$ cat src/rtl/counter_ctrl_pkg.sv
// Shared constants for the counter key controller: FSM encodings, default
// timing parameters and the bit position of each key in the key vector.
package counter_ctrl_pkg;

  localparam int DB_CYCLES_DEF = 16;
  localparam int PRESCALE_DEF  = 8;

  localparam logic [1:0] ST_STOP = 2'd0;
  localparam logic [1:0] ST_RUN  = 2'd1;
  localparam logic [1:0] ST_LDP  = 2'd2;

  localparam int NUM_KEYS     = 3;
  localparam int KEY_RUN_IDX  = 0;
  localparam int KEY_DIR_IDX  = 1;
  localparam int KEY_LOAD_IDX = 2;

endpackage

$ cat src/rtl/key_debounce.sv
// One push-button path: 2-FF synchroniser, stability counter that flips the
// debounced level after DB_CYCLES agreeing samples, and a rising-edge press pulse.
module key_debounce #(
  parameter int DB_CYCLES = 16
) (
  input  logic clk,
  input  logic srst,
  input  logic key_raw,
  output logic press
);

  localparam int CW = $clog2(DB_CYCLES + 1);

  logic          sync1_q;
  logic          sync2_q;
  logic          level_q;
  logic          level_d;
  logic          level_dly_q;
  logic [CW-1:0] cnt_q;
  logic [CW-1:0] cnt_d;
  logic [CW-1:0] cnt_inc;

  // Any sample that agrees with the current level restarts the stability window.
  always_comb begin
    cnt_inc = cnt_q + 1'b1;
    cnt_d   = '0;
    level_d = level_q;
    if (sync2_q != level_q) begin
      if (cnt_inc == CW'(DB_CYCLES)) begin
        level_d = ~level_q;
      end else begin
        cnt_d = cnt_inc;
      end
    end
  end

  always_ff @(posedge clk) begin
    if (srst) begin
      sync1_q     <= 1'b0;
      sync2_q     <= 1'b0;
      level_q     <= 1'b0;
      level_dly_q <= 1'b0;
      cnt_q       <= '0;
    end else begin
      sync1_q     <= key_raw;
      sync2_q     <= sync1_q;
      level_q     <= level_d;
      level_dly_q <= level_q;
      cnt_q       <= cnt_d;
    end
  end

  assign press = level_q & ~level_dly_q;

endmodule

$ cat src/rtl/counter_key_ctrl.sv
// Control stage for the 4-bit reversible counter: debounced keys, RUN/STOP/LOAD FSM,
// EN prescaler, direction toggle and preset latch. Define ONESHOT_EN to halt on CO_IN.
module counter_key_ctrl
  import counter_ctrl_pkg::*;
#(
  parameter int DB_CYCLES = DB_CYCLES_DEF,
  parameter int PRESCALE  = PRESCALE_DEF
) (
  input  logic       CLK,
  input  logic       MR,
  input  logic       KEY_RUN,
  input  logic       KEY_DIR,
  input  logic       KEY_LOAD,
  input  logic [3:0] SW_D,
  input  logic       CO_IN,
  output logic       EN,
  output logic       UpDown,
  output logic       LOAD,
  output logic [3:0] D
);

  localparam int             PW      = $clog2(PRESCALE);
  localparam logic [PW-1:0]  PS_LAST = PW'(PRESCALE - 1);

  logic [NUM_KEYS-1:0] key_raw;
  logic [NUM_KEYS-1:0] press;
  logic                press_run;
  logic                press_dir;
  logic                press_load;
  logic                halt;
  logic                terminal;

  logic [1:0]    state_q,    state_d;
  logic [PW-1:0] prescale_q, prescale_d;
  logic          en_q,       en_d;
  logic          load_n_q,   load_n_d;
  logic          updown_q,   updown_d;
  logic [3:0]    d_q,        d_d;

  assign key_raw[KEY_RUN_IDX]  = KEY_RUN;
  assign key_raw[KEY_DIR_IDX]  = KEY_DIR;
  assign key_raw[KEY_LOAD_IDX] = KEY_LOAD;

  generate
    for (genvar gi = 0; gi < NUM_KEYS; gi++) begin : g_key
      key_debounce #(
        .DB_CYCLES (DB_CYCLES)
      ) u_debounce (
        .clk     (CLK),
        .srst    (MR),
        .key_raw (key_raw[gi]),
        .press   (press[gi])
      );
    end
  endgenerate

  assign press_run  = press[KEY_RUN_IDX];
  assign press_dir  = press[KEY_DIR_IDX];
  assign press_load = press[KEY_LOAD_IDX];

`ifdef ONESHOT_EN
  assign halt = CO_IN;
`else
  logic unused_co_in;
  assign unused_co_in = CO_IN;
  assign halt         = 1'b0;
`endif

  assign terminal = (state_q == ST_RUN) && (prescale_q == PS_LAST);

  always_comb begin
    state_d = state_q;
    case (state_q)
      ST_STOP: begin
        if (press_load)     state_d = ST_LDP;
        else if (press_run) state_d = ST_RUN;
      end
      ST_RUN: begin
        if (press_load)            state_d = ST_LDP;
        else if (press_run)        state_d = ST_STOP;
        else if (terminal && halt) state_d = ST_STOP;
      end
      ST_LDP:  state_d = press_load ? ST_LDP : ST_STOP;
      default: state_d = ST_STOP;
    endcase

    prescale_d = ((state_q == ST_RUN) && (prescale_q != PS_LAST)) ? prescale_q + 1'b1 : '0;

    // A strobe is only issued if the FSM stays in RUN, so leaving RUN swallows it.
    en_d     = terminal && (state_d == ST_RUN);
    load_n_d = (state_d != ST_LDP);
    d_d      = (state_d == ST_LDP) ? SW_D : d_q;
    updown_d = updown_q ^ press_dir;
  end

  always_ff @(posedge CLK) begin
    if (MR) begin
      state_q    <= ST_STOP;
      prescale_q <= '0;
      en_q       <= 1'b0;
      load_n_q   <= 1'b1;
      updown_q   <= 1'b0;
      d_q        <= 4'h0;
    end else begin
      state_q    <= state_d;
      prescale_q <= prescale_d;
      en_q       <= en_d;
      load_n_q   <= load_n_d;
      updown_q   <= updown_d;
      d_q        <= d_d;
    end
  end

  assign EN     = en_q;
  assign LOAD   = load_n_q;
  assign UpDown = updown_q;
  assign D      = d_q;

endmodule

$ cat config.mk
export PLATFORM = sky130hd
export DESIGN_NAME = counter_key_ctrl
export DESIGN_NICKNAME = d
export VERILOG_FILES = /design/src/rtl/counter_ctrl_pkg.sv /design/src/rtl/key_debounce.sv /design/src/rtl/counter_key_ctrl.sv
export SDC_FILE = /design/constraint.sdc
export NUM_CORES = 1
export LEC_CHECK = 0
export ABC_AREA = 1
export CAP_MARGIN = 0
export CORE_ASPECT_RATIO = 1.75
export CORE_MARGIN = 2
export CORE_UTILIZATION = 35
export DETAILED_ROUTE_END_ITERATION = 7
export PLACE_DENSITY = 0.62
export SETUP_SLACK_MARGIN = 0.15
export SLEW_MARGIN = 5
export SYNTH_ARGS = -nofsm -noshare
export SYNTH_HDL_FRONTEND = slang
export SYNTH_SLANG_ARGS = --single-unit
$ cat constraint.sdc
create_clock -name CLK -period 2.8 [get_ports CLK]
set_input_delay 0.28 -clock CLK [delete_from_list [all_inputs] [get_ports CLK]]
set_output_delay 0.28 -clock CLK [all_outputs]
set_load 0.1 [all_outputs]
Word-level counts from Yosys, hierarchy flattened --
Index checks and enable logic that the tools add are counted.
Word-level totals: flip-flop bits (word level) 39, output and inout port bits 7, word-level logic and storage cells 69
Operators by class: $add $sub $neg 4, equal/unequal tests 13, multiplexer cells 6, bitwise gates (word level) 14, reduce and logical (&&, ||, !) cells 11
Operator list (number):
- 5-bit by 1-bit adder with 5-bit output (second input constant) | 3
- 5-bit == test (second input constant) | 3
- 2-bit two-way mux | 5
- 1-bit inverter | 10
- 3-bit OR reduction | 3
- 2-bit case mux with 3 select lines | 1
- 2-bit AND reduction | 3
- 2-bit by 1-bit == test with 1-bit output (second input constant) | 2
- 2-bit == test (second input constant) | 2
- 3-bit by 1-bit adder with 3-bit output (second input constant) | 1
- 1-bit bitwise AND | 3
- 3-bit == test (second input constant) | 1
- 1-bit logical AND | 3
- 1-bit != test | 3
- 3-bit != test (second input constant) | 1
- 2-bit logical NOT | 1
- 2-bit != test (second input constant) | 1
- 2-bit OR reduction | 1
- 1-bit XOR | 1

Longest topological paths before layout --
word-level depth 7, gate-level depth with buffers 9, depth with buffers taken out 9

Modules after synthesis --
A second synthesis with hierarchy kept.
Second synthesis, totals: cells, all modules 202, area, all modules 1572.8 µm²
Modules (own cells, without submodules):
- key_debounce | instances 3, cells an instance 51, area an instance 379.1 µm²
- counter_key_ctrl | instances 1, cells an instance 49, area an instance 435.4 µm²

Least setup slack after synthesis --
OpenSTA, ideal clock, no wires.
kind register to register, from register updown_q, in the netlist UpDown, to register updown_q, in the netlist UpDown, setup time 0.119 ns, data arrival time 1.204 ns, setup slack 1.477 ns, stages on the path, launching flop included 4, buffers on the path 0, period minus slack after synthesis 1.323 ns, cells stage by stage dfxtp_1 > nand3_1 > nand2_1 > nor2_1
Between the ends: cells in the longest elaborated chain, start to end 1
RTL lines:
- start: declaration | line counter_key_ctrl.sv:37 | logic updown_q, updown_d;
- start signal: assignment | line counter_key_ctrl.sv:109 | updown_q <= updown_d;
- 1-bit XOR | line counter_key_ctrl.sv:93 | updown_d = updown_q ^ press_dir;
No other way between the ends. A chain may end at the register's enable or synchronous reset.

Final worst setup path --
from register g_key[0].u_debounce.cnt_q[0], to register g_key[0].u_debounce.level_q
Between the ends: cells in the longest elaborated chain, start to end 3
RTL lines:
- start: declaration | line key_debounce.sv:19 | logic [CW-1:0] cnt_q;
- start signal: assignment | line key_debounce.sv:49 | cnt_q <= cnt_d;
- 5-bit by 1-bit adder with 5-bit output | line key_debounce.sv:25 | cnt_inc = cnt_q + 1'b1;
- 5-bit == test | line key_debounce.sv:29 | if (cnt_inc == CW'(DB_CYCLES)) begin
- 2-bit AND reduction (no line)
- end signal: assignment | line key_debounce.sv:47 | level_q <= level_d;
- end: declaration | line key_debounce.sv:16 | logic level_q;
No other way between the ends.

==> implementation parameters <==
Parameter                              Value

Routing
  Vias    1223
  Via-to-Cell Ratio    4.45
  Routed len/inst    8.98 um
  First-pass detailed-route iteration total    4
  Routed Wire Length    2470 um
  Remaining number of nets flagged by the antenna check after routing    0
  Total DRC errors in the routed layout    0
  1st-iter DRT viols    13

Die
  Die height    93.3 um
  Initial core utilization    36.2%
  Area of the placeable core    4400 sq um
  Horizontal die dimension    55.0 um
  Total die area    5140 sq um
  Number of placement rows    32
  I/O pin count    17

Clocking
  TritonCTS Buffers    5
  Post-cts gate resize count    0
  Post-CTS setup buffers    0
  Maximum buffer depth of the clock tree    2
  Insertion delay to the later sink of the worst-skew pair    0.29 ns
  Buffer cell driving the clock tree root    clkbuf_8
  H-tree Lvls    2
  CTS Hold Bufs    0
  CTS sink cnt    39
  CTS tree    built
  Clock-pin slew reported for the worst setup and hold paths after clock tree synthesis    0.08 ns

Timing
  Max_slew headroom    70.2%
  Slew at the pin with the worst max-slew slack    0.446 ns
  Final period util    47.7%
  Final setup violating endpoints    0
  Pins Over Slew Limit    0
  Final min period    1.34 ns
  Count of final hold-check violations    0
  Worst clock skew    0.00564 ns
  Worst hold margin    0.403 ns
  Highest clock frequency the design can meet    748 MHz
  Total Neg Setup Slack    0 ns
  RSZ-0062 raised after global routing    false

Worst setup path
  Master of the slowest instance on the critical path    dfxtp_1
  Crit path buf inv count    1
  Arrival time worst endpoint    1.57 ns
  Slack of the worst reg-to-reg path    1.46 ns
  Data required, critical path    3.04 ns
  Crit path top cell by count    nand2_1
  CP endpoint kind    flip-flop
  Setup crit start kind    flip-flop
  Cell Chain, Critical Path    ha_1 -> inv_1 -> nand2_1 -> nand2_2 -> nor2_4 -> nand3_2 -> nand2_1 -> nand2_1 -> nor2_1
  Family with the most delay on the worst path    simple AND/OR/NAND/NOR gates
  Worst setup path category    reg -> reg
  Maximum fanout count along the critical path    5
  Largest stage delay on the critical path    0.41 ns

Placed design
  Count of input and output buffers    15
  Final Wtd Congestion    0.772
  Instance count after placement with tap cells included    267
  Placed wire-length estimate    1860 um

Synth
  Commonest cells post-synth    dfxtp_1 (39), nor2_1 (36), nand2_1 (35), inv_1 (33), nand3_1 (14)
  Area share of the largest cell type after synthesis    48.9%
  EDFF count, synth    0
  Post-synth top area cell    dfxtp_1
  Sequential area share after synthesis    48.9%
  Avg Synthesized Cell Area    7.90 sq um
  Number of nets produced by synthesis    220
  Most used standard cell by instance count after synthesis    dfxtp_1
  Cell area after synthesis    1600 sq um
  Cells after synthesis    202
  Primary flip-flop cell chosen by synthesis mapping    dfxtp_1
  Post-synthesis async set-or-reset flop share    0%
  Cell types occupying the most area after synthesis    dfxtp_1 (49%), nor2_1 (8.5%), nand2_1 (8.2%)
  Ys Warns    0
  Library cells used by synthesis    18
  Number of synthesized register bits    39

Layout
  Layout area overhead    19.1%
  Antenna cell count    0
  Util after Layout    43.1%
  Finished Layout Cells    275
  Number of nets in the finished design    241
  Share of cells above drive strength 1    16.1%

Run status
  Status    finished, final reports clean

Pwr
  Worst IR Drop VDD    0.469 mV
  Part of the power in the clock network    42.3%
  Sequential share of power    50.6%
  Leakage power    0.875 nW
  Switching share of power    22.5%
  Cell internal power dissipation    0.878 mW
  Switching pwr    0.255 mW
  Comb power frac    7.2%
  Power Density    596 nW/um^2

Min path
  Worst hold path type    reg -> reg

Global route
  GRT overflow    0
  Global-route usage over all layers    12.0%
  Antenna violations before repair    0
  Vias in the first global route    1140
  Wire length of the first global-routing pass    4420 um
  Largest net degree at the start of global routing    15

Run
  Max-cap violations    0
==> power groups by stage <==
stage	Clock, mW	Combinational, mW	Sequential (mW)
finish	0.479	0.0814	0.573
detailed placement	0	0.0824	0.586
global placement	0	0.0818	0.585
global route	0.521	0.0872	0.574
floorplan	0	0.0195	0.624
CTS	0.498	0.0824	0.573
==> through the flow <==
stage,setup slack [ns],power (mW),instance area (sq um)
after CTS,1.44,1.15,1900
final,1.46,1.13,1900
after detailed placement,1.23,0.668,1780
after global placement,1.26,0.667,1780
after floorplan,1.48,0.643,1600
after global routing,1.30,1.18,1900
==> worst min-delay path: cells and delay by family (launching register included) <==
family | cells | cell delay, ns
DFF | 1 | 0.30
and+or+nand+nor | 1 | 0.03
buffers and inverters | 1 | 0.04
==> path summary, 6_finish.rpt <==
check                                endpoint                    startpoint  depth (start not counted)
setup / recovery  g_key[0].u_debounce.level_q  g_key[0].u_debounce.cnt_q[0]                          9
hold reg to reg   g_key[2].u_debounce.sync2_q   g_key[2].u_debounce.sync1_q                          2
setup reg to reg  g_key[0].u_debounce.level_q  g_key[0].u_debounce.cnt_q[0]                          9
hold / removal    g_key[2].u_debounce.sync2_q   g_key[2].u_debounce.sync1_q                          2
==> layer usage <==
layer	wire length [um]	part of all wire (%)	up-vias	GRT usage [%]
met1	1010	41	543	11.6
met5	0	0	-	0
met3	67	2.7	7	3.19
met2	1290	52	21	20.0
li1	-	-	652	-
met4	98	4.0	0	9.76
==> cells by family (layout without fill, tap and decap cells) <==
family	count (synthesis)	in the layout	share of synthesized area [%]
buffers and inverters	39	61	9.80
AOI/OAI and AO/OA	3	3	0.941
and+or+nand+nor	109	109	31.8
adders and majority gates	8	8	6.27
xor gates and xnor gates	4	4	2.20
DFF	39	39	48.9
==> area by class of cell <==
type / count / area (sq um)
Clock buffer: 6 / 82.6
Clock inverter: 2 / 35.0
Fill cell: 463 / 2500
Inverter: 37 / 139
Multi-Input combinational cell: 124 / 658
Sequential cell: 39 / 781
Tap cell: 51 / 63.8
Timing Repair Buffer: 16 / 140
==> flip-flops by register name, indices dropped and copies added (netlist names) <==
| signal | count |
|---|---|
| state_q | 2 |
| LOAD | 1 |
| EN | 1 |
| g_key.u_debounce.cnt_q | 15 |
| g_key.u_debounce.sync1_q | 3 |
| g_key.u_debounce.level_dly_q | 3 |
| g_key.u_debounce.level_q | 3 |
| g_key.u_debounce.sync2_q | 3 |
| prescale_q | 3 |
| D | 4 |
| UpDown | 1 |
==> placed cells by master (no fill, tap or decap) <==
cell	n
nand3_1	14
xnor2_1	2
buf_4	8
a21oi_1	3
inv_2	4
clkdlybuf4s50_1	8
dfxtp_1	39
nand2_1	35
ha_1	8
nor2_1	36
bufinv_16	1
nand2_2	8
clkbuf_8	6
nand4_1	7
nor2_4	1
nand3_2	4
nand3b_1	1
nor2_2	3
inv_1	33
xor2_1	2
clkinv_2	1
(Power assumes the default switching activity.)
==> edit 1: new RTL, config.mk and constraints unchanged <==
`PRESCALE_DEF`: 8 -> 4.
--- a/src/rtl/counter_ctrl_pkg.sv
+++ b/src/rtl/counter_ctrl_pkg.sv
@@ -5,3 +5,3 @@
   localparam int DB_CYCLES_DEF = 16;
-  localparam int PRESCALE_DEF  = 8;
+  localparam int PRESCALE_DEF  = 4;
 
Check against the original RTL: no difference found for any inputs over 10 cycles, from zero or initial values; that may be too few to reach the edited logic, so the function may still have changed.
==> edit 1 against the original RTL <==
  * Via count fell by 2.6%
  * Synthesized cell count is 1.5% lower
  * Register-to-register slack worse by 20 ps
  * Total power is 10% lower
  * Design area decreased by 5.3%
  * Wire length shrank 5.3%
  * Area after synthesis is 4.5% lower
  * Clock power shrank 21%
  * Sequential cell count decreased by 1
  * Highest routed layer unchanged
  * Setup slack got worse by 160 ps
  * Die area shrank 4.2%
  * Critical path type is now in2reg
  * First-iteration DRC count fell by 23%
  * Maximum frequency decreased by 11%
==> edit 1: results (changes against the original RTL) <==
Status
  • Status: completed (unchanged)

Route
  • Vias: 1191 (was 1223)
  • Total Wirelength: 2340 um (was 2470 um)
  • Vias per std cell: 4.41 (was 4.45)

Timing
  • Slew HR: 74.9% (was 70.2%)
  • WHS: 401 ps (was 403 ps)
  • Worst Skew: 4.98 ps (was 5.64 ps)

Synthesis
  • Top cells by area, synth: dfxtp_1 (50%), nand2_1 (10%), inv_1 (8.6%), nor2_1 (7.9%), ha_1 (5.7%) (was dfxtp_1 (49%), nor2_1 (8.5%), nand2_1 (8.2%), inv_1 (7.8%), ha_1 (6.3%))
  • Register area share after synthesis: 49.9% (was 48.9%)
  • Post-Syn Instances: 199 (was 202)
  • Complex-gate fraction of the synthesized area: 3.53% (was 0.941%)

Place
  • DP Area: 1710 um^2 (was 1780 um^2)
  • Pre-CTS setup slack: 969 ps (was 1230 ps)
  • Placed insts: 262 (was 267)

GRT
  • Pin count of the biggest net entering global routing: 14 (was 15)
  • First-pass GRT wire length: 4240 um (was 4420 um)

Layout
  • Clock network area share: 5.08% (was 6.19%)
  • Non-clock buffer share: 7.79% (was 7.38%)
  • Clkbuf count: 7 (was 6)
  • Seq/total area: 42.3% (was 41.1%)
  • Fill count: 411 (was 463)
  • Fraction of area in multi-input gates: 33.9% (was 34.7%)

Critical path
  • Worst Reg-to-Reg Cells: 8 (was 9)
  • Max FO, Critical Path: 13 (was 5)
  • CP top delay family: buffers and inverters (was simple AND/OR/NAND/NOR gates)

Power and ir drop
  • Maximum VDD drop: 0.000342 V (was 0.000469 V)
  • LEAKAGE: 0.830 nW (was 0.875 nW)
  • Clock share of power: 37.1% (was 42.3%)
  • Switching pwr: 0.000242 W (was 0.000255 W)

Die
  • Core Area: 4150 um^2 (was 4400 um^2)
[edit 1: cell count changes after synthesis, sizes merged, moves of 2 or more]
cell   before  now
xor2        2    0
a21oi       3    6
nor3        0    2
nor2       40   35
o21ai       0    4
[edit 1: worst max-delay path by stage]
stage               startpoint                           end  slack (ps)  cells after the start
floorplan               UpDown                        UpDown        1480                      3
global route                MR  g_key[1].u_debounce.cnt_q[2]        1080                      7
CTS                         MR  g_key[1].u_debounce.cnt_q[2]        1280                      7
finish                      MR  g_key[2].u_debounce.cnt_q[2]        1300                      7
detailed placement          MR  g_key[1].u_debounce.cnt_q[2]         970                      7
global placement            MR  g_key[1].u_debounce.cnt_q[2]         970                      7
[edit 1: routing by layer]
layer	up-vias	track usage [%]	routed length [um]
li1	652	-	-
met1	519	10.8	943
met2	14	20.2	1250
met3	6	3.45	63
met4	0	8.97	84
met5	-	0	0
==> edit 2: new RTL, same flow settings <==
Without the edit above. Register the output `UpDown` once more, without a reset; this adds one clock of latency there. The other outputs are not delayed to match.
--- a/src/rtl/counter_key_ctrl.sv
+++ b/src/rtl/counter_key_ctrl.sv
@@ -115,3 +115,5 @@
   assign LOAD   = load_n_q;
-  assign UpDown = updown_q;
+  always_ff @(posedge CLK) begin
+    UpDown <= updown_q;
+  end
   assign D      = d_q;
Formal check against the unedited RTL: no difference found for any inputs over 10 cycles, from zero or initial values; that may be too few to reach the edited logic, so the function may still have changed.
==> edit 2 against the original RTL <==
  * Sequential cell count up 1
  * Count of clock-buffer cells in the layout shrank 1
  * Total power is 5.7% higher
  * Critical path depth shrank 1
  * Synthesized cell count increased by 0.50%
  * Global-route usage down 1.2 points
  * Largest power group unchanged
  * Hold slack got worse by 31 ps
  * Setup slack got worse by 55 ps
  * Wire length down 6.2%
  * Non-clock buffer count unchanged
  * Design area grew 1.6%
  * Area after synthesis up 1.3%
  * Largest cell class unchanged
==> edit 2: results (changes against the original RTL) <==
Critical path
  • Critical path origin: MR (was g_key[0].u_debounce.cnt_q[0])
  • CP top delay family: buffers and inverters (was simple AND/OR/NAND/NOR gates)
  • Max FO, Critical Path: 14 (was 5)
  • Slowest-stage cell, CP: clkdlybuf4s50_1 (was dfxtp_1)
  • Worst reg2reg path endpoint: g_key[2].u_debounce.cnt_q[2] (was g_key[0].u_debounce.level_q)
  • Worst r2r src: g_key[2].u_debounce.cnt_q[0] (was g_key[0].u_debounce.cnt_q[0])
  • Worst Reg-to-Reg Cells: 8 (was 9)

GRT
  • Vias in the first global route: 1158 (was 1140)
  • GRT Resource Usage Total: 10.8% (was 12.0%)
  • First-pass GRT wire length: 4520 um (was 4420 um)
  • Pin count of the biggest net entering global routing: 15 (unchanged)

Min path
  • Hold Path Cell Cnt: 0 (was 2)
  • Min-delay src: updown_q (was g_key[2].u_debounce.sync1_q)
  • Hold Path End: UpDown (was g_key[2].u_debounce.sync2_q)

Place
  • Post-DP HPWL: 1780 um (was 1860 um)
  • Pre-CTS setup slack: 1100 ps (was 1230 ps)
  • Placed insts: 268 (was 267)
  • RePlAce Congestion: 0.676 (was 0.772)

Power and ir drop
  • LEAKAGE: 0.887 nW (was 0.875 nW)
  • Maximum VDD drop: 0.000402 V (was 0.000469 V)
  • Int Power: 0.000955 W (was 0.000878 W)

Status
  • Status: completed (unchanged)

Synthesis
  • Synth top cells by count: dfxtp_1 (40), nor2_1 (36), nand2_1 (35) (was dfxtp_1 (39), nor2_1 (36), nand2_1 (35))
  • Syn avg cell area: 7.96 um^2 (was 7.90 um^2)
  • Synthesized Nets: 221 (was 220)
  • Top cells by area, synth: dfxtp_1 (50%), nor2_1 (8.4%), nand2_1 (8.1%), inv_1 (7.7%), ha_1 (6.2%) (was dfxtp_1 (49%), nor2_1 (8.5%), nand2_1 (8.2%), inv_1 (7.8%), ha_1 (6.3%))
  • Share of flip-flops with an asynchronous set or reset: 0% (unchanged)
  • Register area share after synthesis: 49.6% (was 48.9%)

Timing
  • Slew HR: 70.7% (was 70.2%)
  • Worst Skew: 5.41 ps (was 5.64 ps)

Route
  • Vias per std cell: 4.34 (was 4.45)
  • Initial drt markers: 22 (was 13)
  • Total Wirelength: 2320 um (was 2470 um)

Layout
  • Final Net Count: 242 (was 241)
  • Share of layout cells above drive strength 1: 15.6% (was 16.1%)
  • Max FFs per register: 15 (unchanged)
  • Fill count: 448 (was 463)
[edit 2: cell types whose count changed after synthesis, sizes merged]
| cell | unedited run | this run |
|---|---|---|
| dfxtp | 39 | 40 |
[edit 2: kinds of logic after synthesis]
family          count (synthesis)  synth area share, %
compound gates                  3                0.929
xor+xnor                        4                 2.17
fa+ha+maj                       8                 6.20
buf+inv                        39                 9.68
flops                          40                 49.6
simple gates                  109                 31.4
[edit 2: how the worst max path moves through the flow]
stage | to | slack [ps] | cells past startpoint
after detailed placement | D[2] | 1100 | 8
after global placement | D[0] | 1100 | 8
final | D[0] | 1410 | 8
after CTS | D[0] | 1390 | 8
after floorplan | D[0] | 1580 | 2
after global routing | g_key[0].u_debounce.level_q | 1270 | 9
[edit 2: layout make-up]
type,instances,area (um^2),area share (%)
clock buffers,5,68.8,3.56
clock inverters,2,60.1,3.11
inverters,37,139,7.19
multi-input cells,124,658,34.1
flip-flops and latches,40,801,41.5
well taps,51,63.8,3.31
repair buffers,16,140,7.26
[edit 2: power groups by stage]
stage                     clock (W)  sequential [W]  combinational, W
after global placement            0        0.000600         0.0000819
after floorplan                   0        0.000638         0.0000195
final                      0.000530        0.000587         0.0000816
after global routing       0.000573        0.000588         0.0000878
after detailed placement          0        0.000600         0.0000822
after CTS                  0.000549        0.000586         0.0000826
[edit 2: metal layers]
metal / track usage (%) / share of wire (%) / routed length (um)
met5: 0 / 0 / 0
met4: 5.49 / 2.5 / 57
met3: 2.89 / 3.6 / 83
met2: 20.2 / 51 / 1180
met1: 10.7 / 43 / 996
[edit 2: metrics by stage]
step / utilization (%) / cell area, um^2
2_1_floorplan: - / 1620
3_3_place_gp: 40.9 / 1800
3_5_place_dp: 40.9 / 1800
4_1_cts: 43.8 / 1930
5_1_grt: 43.8 / 1930
6_report: 43.8 / 1930
[edit 2: worst register-to-register path, cell delays in order (launching register included)]
cell and delay, ps:
dfxtp_1 400, ha_1 260, inv_1 60, nand2_1 90, nand2_2 60, nor2_2 100
nand3_2 120, nand2_2 120, a21oi_1 50
